--- src/rtl/ifetch_unit.sv ---
// Instruction fetch stage: issues word reads from the PC, tags returned
// words with their PC, buffers up to two of them for decode, and drops
// words that were in flight when a redirect happened.
module ifetch_unit #(
  parameter int DATA_WIDTH = 32,
  parameter int DEPTH      = 2
) (
  input  logic                  clk,
  input  logic                  rst,
  input  logic [DATA_WIDTH-1:0] pc_in,
  output logic                  pc_stall,
  input  logic                  flush,
  output logic                  imem_req,
  output logic [DATA_WIDTH-1:0] imem_addr,
  input  logic                  imem_gnt,
  input  logic                  imem_rvalid,
  input  logic [DATA_WIDTH-1:0] imem_rdata,
  output logic                  instr_valid,
  input  logic                  instr_ready,
  output logic [DATA_WIDTH-1:0] instr,
  output logic [DATA_WIDTH-1:0] instr_pc,
  output logic                  exc_misaligned
);

  typedef enum logic [1:0] {
    S_IDLE = 2'd0,
    S_RUN  = 2'd1,
    S_HALT = 2'd2
  } state_t;

  state_t state_q, state_d;

  // Outstanding = granted and still owed to the buffer; discard = granted
  // before a redirect, to be dropped on return. Both share the tag FIFO,
  // and discards are always the older entries.
  logic [1:0] out_q, out_d;
  logic [1:0] disc_q, disc_d;

  logic [DATA_WIDTH-1:0] tag_q [2];
  logic [DATA_WIDTH-1:0] tag_d [2];
  logic                  tag_wp_q, tag_wp_d;
  logic                  tag_rp_q, tag_rp_d;

  logic [DATA_WIDTH-1:0] buf_instr_q [2];
  logic [DATA_WIDTH-1:0] buf_instr_d [2];
  logic [DATA_WIDTH-1:0] buf_pc_q [2];
  logic [DATA_WIDTH-1:0] buf_pc_d [2];
  logic                  buf_wp_q, buf_wp_d;
  logic                  buf_rp_q, buf_rp_d;
  logic [1:0]            buf_cnt_q, buf_cnt_d;

  logic exc_q, exc_d;

  logic                  misaligned;
  logic [2:0]            credit_used;
  logic                  credit_ok;
  logic                  fetch_ok;
  logic                  accept;
  logic                  rsp_from_disc;
  logic                  rsp_from_out;
  logic                  keep_word;
  logic                  pop;
  logic [1:0]            out_left;
  logic [1:0]            disc_left;
  logic [DATA_WIDTH-1:0] rsp_tag;

  assign misaligned  = |pc_in[1:0];
  // Words in flight (kept or to be dropped) plus words already buffered
  // must never exceed the buffer capacity, so a response always has room.
  assign credit_used = {1'b0, out_q} + {1'b0, disc_q} + {1'b0, buf_cnt_q};
  assign credit_ok   = credit_used < 3'(DEPTH);
  assign fetch_ok    = !flush && !misaligned && credit_ok;
  assign accept      = imem_req && imem_gnt;

  assign rsp_from_disc = imem_rvalid && (disc_q != 2'd0);
  assign rsp_from_out  = imem_rvalid && (disc_q == 2'd0);
  assign keep_word     = rsp_from_out && !flush;
  assign rsp_tag       = tag_q[tag_rp_q];

  assign instr_valid    = buf_cnt_q != 2'd0;
  assign pop            = instr_valid && instr_ready;
  assign instr          = buf_instr_q[buf_rp_q];
  assign instr_pc       = buf_pc_q[buf_rp_q];
  assign imem_addr      = pc_in;
  assign exc_misaligned = exc_q;

  // FSM state register
  always_ff @(posedge clk or negedge rst) begin
    if (!rst) state_q <= S_IDLE;
    else      state_q <= state_d;
  end

  // FSM next state: one idle cycle out of reset, halt on a misaligned PC
  // until a redirect arrives
  always_comb begin
    state_d = state_q;
    case (state_q)
      S_IDLE:  state_d = S_RUN;
      S_RUN:   if (!flush && misaligned) state_d = S_HALT;
      S_HALT:  if (flush) state_d = S_RUN;
      default: state_d = S_IDLE;
    endcase
  end

  // FSM outputs: request/stall generation and the misalignment pulse
  always_comb begin
    imem_req = 1'b0;
    pc_stall = 1'b1;
    exc_d    = 1'b0;
    case (state_q)
      S_RUN: begin
        imem_req = fetch_ok;
        pc_stall = !((fetch_ok && imem_gnt) || flush);
        exc_d    = !flush && misaligned;
      end
      S_HALT:  pc_stall = !flush;
      default: ;
    endcase
  end

  // In-flight bookkeeping: a response retires a discard first; a redirect
  // turns everything still outstanding into discards
  always_comb begin
    out_left  = out_q - {1'b0, rsp_from_out};
    disc_left = disc_q - {1'b0, rsp_from_disc};
    if (flush) begin
      out_d  = 2'd0;
      disc_d = disc_left + out_left;
    end else begin
      out_d  = out_left + {1'b0, accept};
      disc_d = disc_left;
    end
  end

  // Tag FIFO: PC pushed on grant, popped on every response
  always_comb begin
    tag_d    = tag_q;
    tag_wp_d = tag_wp_q ^ accept;
    tag_rp_d = tag_rp_q ^ imem_rvalid;
    if (accept) tag_d[tag_wp_q] = pc_in;
  end

  // Instruction buffer: write kept responses, pop on decode handshake,
  // empty on redirect
  always_comb begin
    buf_instr_d = buf_instr_q;
    buf_pc_d    = buf_pc_q;
    buf_wp_d    = buf_wp_q;
    buf_rp_d    = buf_rp_q;
    buf_cnt_d   = buf_cnt_q;
    if (flush) begin
      buf_cnt_d = 2'd0;
      buf_rp_d  = buf_wp_q;
    end else begin
      if (keep_word) begin
        buf_instr_d[buf_wp_q] = imem_rdata;
        buf_pc_d[buf_wp_q]    = rsp_tag;
        buf_wp_d              = ~buf_wp_q;
      end
      if (pop) buf_rp_d = ~buf_rp_q;
      buf_cnt_d = buf_cnt_q + {1'b0, keep_word} - {1'b0, pop};
    end
  end

  // Datapath and counter registers
  always_ff @(posedge clk or negedge rst) begin
    if (!rst) begin
      out_q       <= 2'd0;
      disc_q      <= 2'd0;
      tag_q       <= '{default: '0};
      tag_wp_q    <= 1'b0;
      tag_rp_q    <= 1'b0;
      buf_instr_q <= '{default: '0};
      buf_pc_q    <= '{default: '0};
      buf_wp_q    <= 1'b0;
      buf_rp_q    <= 1'b0;
      buf_cnt_q   <= 2'd0;
      exc_q       <= 1'b0;
    end else begin
      out_q       <= out_d;
      disc_q      <= disc_d;
      tag_q       <= tag_d;
      tag_wp_q    <= tag_wp_d;
      tag_rp_q    <= tag_rp_d;
      buf_instr_q <= buf_instr_d;
      buf_pc_q    <= buf_pc_d;
      buf_wp_q    <= buf_wp_d;
      buf_rp_q    <= buf_rp_d;
      buf_cnt_q   <= buf_cnt_d;
      exc_q       <= exc_d;
    end
  end

endmodule

--- config.mk ---
export PLATFORM = sky130hd
export DESIGN_NAME = ifetch_unit
export DESIGN_NICKNAME = d
export VERILOG_FILES = /design/src/rtl/ifetch_unit.sv
export SDC_FILE = /design/constraint.sdc
export NUM_CORES = 1
export LEC_CHECK = 0
export BUFFER_PORTS_ARGS = -buffer_cell sky130_fd_sc_hd__buf_4
export CORE_MARGIN = 3
export CORE_UTILIZATION = 32
export DETAILED_ROUTE_END_ITERATION = 10
export GPL_ROUTABILITY_DRIVEN = 0
export GPL_TIMING_DRIVEN = 1
export SYNTH_ARGS = -nofsm -noshare
export SYNTH_HDL_FRONTEND = slang
export SYNTH_SLANG_ARGS = --single-unit
--- constraint.sdc ---
create_clock -name clk -period 6.6 [get_ports clk]
set_clock_uncertainty 0.05 [all_clocks]
set_input_delay 0.66 -clock clk [delete_from_list [all_inputs] [get_ports clk]]
set_output_delay 0.66 -clock clk [all_outputs]
set_load 0.05 [all_outputs]
# Yosys cells after proc, flatten, opt, wreduce, memory -nomap -nowiden
# Cells that the tools add are included.
# Widths: inputs -> output; s select.
[word_totals] reg_bits=205 in_bits=70 wordCells=93 out_inout_bits=100
[op_classes] n_reduce_logical=23 add_sub_neg=8 n_lt_le_gt_ge=7 muxes=27 n_bitwise=9 eq_ne=4
[ops] op="$mux 32" count=11
[ops] op="$bwmux 64" count=3
[ops] op="$demux 32 s1" count=2
[ops] op="$logic_and 1x1->1" count=11
[ops] op="$mux 2" count=5
[ops] op="$ge 2x2->1 const B" count=4
[ops] op="$not 1->2" count=4
[ops] op="$pmux 2 s3" count=1
[ops] op="$reduce_bool 2->1" count=3
[ops] op="$sub 2x1->2" count=3
[ops] op="$add 2x1->2" count=2
[ops] op="$logic_not 2->1" count=2
[ops] op="$lt 2x1->1 const B" count=2
[ops] op="$mux 1" count=4
[ops] op="$ne 2x2->1 const B" count=2
[ops] op="$reduce_and 2->1" count=2
[ops] op="$add 2x2->3" count=1
[ops] op="$add 3x2->3" count=1
[ops] op="$logic_not 1->1" count=3
[ops] op="$lt 3x2->1 const B" count=1
[ops] op="$not 1->1" count=3
[ops] op="$add 2x2->2" count=1
[ops] op="$eq 2x1->1 const B" count=1
[ops] op="$eq 2x2->1 const B" count=1
[ops] op="other kinds (4)" count=5

# Logic depth before layout (Yosys ltp)
[depth] ltp_word=8 mapped_depth=11 depth_no_buf=10

# Least setup slack after synthesis
# No wires, ideal clock.
[synth_path] kind="flip-flop to flip-flop" start="register disc_q[1]" end="register tag_q[10] (netlist name)" t_required_ns=6.425 arrival_time_ns=2.782 period_less_slack_ns=2.956 setup_slack_ns=3.644 path_stages_with_launch=11 setup_ns=0.125 path_buffers=2 cell_sequence="dfrtp_1 inv_1 fa_1 inv_1 ha_1 nor4_1 and3_1 ha_1 clkbuf_1 buf_1 mux2_2"
[synth_via] elab_chain_cells=6
[synth_lines] element="start, declared" line_no="37" rtl="logic [1:0] disc_q, disc_d;"
[synth_lines] element="start signal, assigned" line_no="181" rtl="disc_q <= disc_d;"
[synth_lines] element="$add 2x2->3" line_no="70" rtl="assign credit_used = {1'b0, out_q} + {1'b0, disc_q} + {1'b0, buf_cnt_q};"
[synth_lines] element="$add 3x2->3" line_no="70"
[synth_lines] element="$lt 3x2->1" line_no="71" rtl="assign credit_ok = credit_used < 3'(DEPTH);"
[synth_lines] element="$logic_and 1x1->1" line_no="72" rtl="assign fetch_ok = !flush && !misaligned && credit_ok;"
[synth_lines] element="$mux 1" line_no="110" rtl="case (state_q)"
[synth_lines] element="$logic_and 1x1->1" line_no="73" rtl="assign accept = imem_req && imem_gnt;"
[synth_lines] element="end signal, assigned" line_no="182" rtl="tag_q <= tag_d;"
[synth_lines] element="end, declared" line_no="39" rtl="logic [DATA_WIDTH-1:0] tag_q [2];"
# Every way passes these cells.
# A chain may end at the register's enable or synchronous reset.

# Final worst setup path
[layout_path] start="register disc_q[1]" end="register tag_q[22] (netlist name)"
# Same word-level chain as after synthesis.

==> summary.md <==
| Metric | Value |
|---|---|
| Hold crit path type | `in2async` |
| H-tree lvl count | `1` |
| Total Power | `approximately 0.0059 W` |
| Setup violations, final | `0` |
| CP startpoint kind | `flop` |
| Most used cell, CP | `inv_1` |
| VDD IR max | `about 0.32 mV` |
| Syn Nets | `just over 700` |
| Synthesized area per cell | `roughly 15 um2` |
| Worst Setup Path Type | `reg2reg` |
| Setup TNS Final | `0 ns` |
| Final period util | `just over 50%` |
| Chain of cells forming the critical path | `inv_1 > fa_1 > inv_1 > ha_1 > nor4_1 > and3_1 > ha_2 > mux2_2` |
| R2r setup slk | `around 3.2 ns` |
| Routed wire length | `19400 um` |
| Die Area | `31300 um2` |
| # nets final | `~850` |
| Worst Path Arrival | `3.71 ns` |
| Residual DRC | `0` |
| Reg2Reg Capture Point | `tag_q[22]` |
| Final min period | `about 3.4 ns` |
| Port bufs | `169` |
| Vias per cell | `~4.5` |
| CTS-repair resized insts | `0` |
| Gr ovfl total | `0` |
| Number of synthesized flops with an enable pin | `0` |
| Root Driver | `clkbuf_16` |
| Layout filler cell count | `about 2600` |
| Rows | `between 60 and 70` |
| Syn-to-layout area delta | `23.6%` |
| Async SR Flop Fraction | `100%` |
| Critical path's largest stage delay | `0.84 ns` |
| Max Cap Violations | `0` |
| Setup bufs post-CTS | `0` |
| Endpoints failing hold | `0` |
| N_diodes | `0` |
| CTS tree | `yes` |
| Seq/Total Area, Yosys | `54.8%` |
| Crit end category | `flop` |
| Crit Reg-Reg Startpoint | `disc_q[1]` |
| Synth cell types | `32` |
| Layout cells sized above 1 | `roughly two thirds` |
| Status | `finished clean` |
| DR pass1 iterations | `4` |
| Max-slew violation count | `0` |
| Clock latency on the worst-skew pair | `slightly above 0.5 ns` |
| Wire length of the first global-routing pass | `between 30000 and 40000 um` |
| CTS Hold Buffers Added | `0` |
| Vias | `between 5000 and 6000` |
| FF+latch area | `around 5100 um2` |
| Synth area leaders | `dfrtp_1, mux2_2, buf_4` |
| Synth top area share | `a little over half` |
| Power Density | `512 nW/um2` |
| Largest net degree at the start of global routing | `99` |
| Leading area contributor after synthesis | `dfrtp_1` |
| Main synth FF type | `dfrtp_1` |
| 1st-iter DRT viols | `between 150 and 200` |
| WL/cell | `16.7 um` |
| Cts bufs inserted | `24` |
| Hpwl dp | `roughly 12000 um` |
| Initial antenna violation count | `0` |
| Mapped Cells | `between 600 and 700` |
| Required @ worst endpoint | `roughly 6.9 ns` |
| Ports | `170` |
| Achievable frequency | `slightly below 300 MHz` |
| CORE AREA | `about 28000 um2` |
| Fin util | `40.8%` |
| Slew of the pin with the lowest slew margin | `slightly above 1 ns` |
| Hold slack | `~0.19 ns` |
| Die Y-Extent | `177 um` |
| Static Leak | `5.69 nW` |
| Syn. warnings | `0` |
| Multi-input gate area | `3770 um2` |
| RSZ-0062 raised after global routing | `no` |
| Clock Pin Slew Worst Setup and Hold Paths | `0.06 ns` |
| Max stage delay cell, worst path | `ha_2` |
| Sink Count | `about 200` |
| CP max FO | `32` |
| Vias in the first global route | `5668` |
| Total Routing Usage GR | `12.4%` |
| Synthesized area | `9360 um2` |
| Die width | `between 150 and 200 um` |
| Antenna-violating nets left | `0` |
| Cells on worst reg2reg path | `8` |
| Commonest cells after routing, fill and taps aside | `mux2_2, dfrtp_1, buf_4` |
| Starting Density | `roughly 33%` |
| Yosys reg bits | `just over 200` |
| Slew headroom | `between 30 and 40%` |
| Most common cell after layout, fill and taps aside | `mux2_2` |
| Clk buf depth | `3` |
critical path: cells and delay by family (launching register included):
family / cells / cell delay (ns)
adders and majority gates: 3 / 1.64
buffers and inverters: 2 / 0.12
DFF: 1 / 0.42
muxes: 1 / 0.42
and+or+nand+nor: 2 / 0.58
per-layer routing:
layer / wire [um] / global-route usage (%) / vias up
met2: 8720 / 19.6 / 137
met1: 8840 / 16.9 / 2627
met4: 357 / 2.68 / 0
met3: 1480 / 3.80 / 31
li1: - / - / 2453
met5: 0 / 0 / -
cells in the mapped netlist, drive strengths merged, types with 3 or more instances:
library cell  instances
buf                  51
clkbuf               14
dfrtp               205
ha                   14
inv                  15
mux2                289
nand2b                3
nor2                  3
xnor2                 7
xor2                  3
layout make-up:
class / count / area share [%]
clock inverter: 5 / 0.649
tap: 378 / 4.09
timing repair buffer: 173 / 11.3
multi-input combinational: 345 / 32.6
clock buffer: 39 / 6.47
sequential: 205 / 44.4
inverter: 15 / 0.487
stage by stage:
step / setup WS (ns) / cell area (um2) / std cells
5_1_grt: 3.04 / 11600 / 1160
2_1_floorplan: 3.64 / 9360 / 630
6_report: 3.23 / 11600 / 1160
4_1_cts: 3.20 / 11600 / 1160
3_5_place_dp: 3.21 / 10700 / 1116
3_3_place_gp: 3.27 / 10700 / 1116
registers in the layout, indices dropped and copies added (netlist names), 2 cells and up:
register,flops
buf_pc_q,64
state_q,2
buf_instr_q,64
buf_cnt_q,2
disc_q,2
tag_q,64
out_q,2
report_power, final:
part	switching, W	leakage [nW]	total (W)	internal [W]
sequential	0.000368	2.69	0.00213	0.00176
combinational	0.00134	2.60	0.00243	0.00109
clock	0.000510	0.407	0.00136	0.000849
total	0.00221	5.69	0.00592	0.00371
logic make-up after synthesis:
family	count (synthesis)	share of synthesized area [%]
flip-flops	205	54.8
multiplexers	291	35.0
XOR/XNOR	10	0.936
adder cells (fa/ha/maj)	15	2.09
AO/OA/AOI/OAI	9	0.722
AND/OR/NAND/NOR	20	1.40
buffers and inverters	80	5.07
how the worst max path moves through the flow:
stage | start | to | slack [ns] | cells past startpoint
CTS | disc_q[1] | pc_stall | 3.20 | 8
floorplan | disc_q[1] | tag_q[10] | 3.64 | 10
global route | disc_q[1] | tag_q[27] | 3.04 | 8
detailed placement | disc_q[1] | tag_q[16] | 3.21 | 8
global placement | disc_q[1] | tag_q[14] | 3.27 | 8
finish | disc_q[1] | tag_q[22] | 3.23 | 8
(Power assumes the default switching activity.)
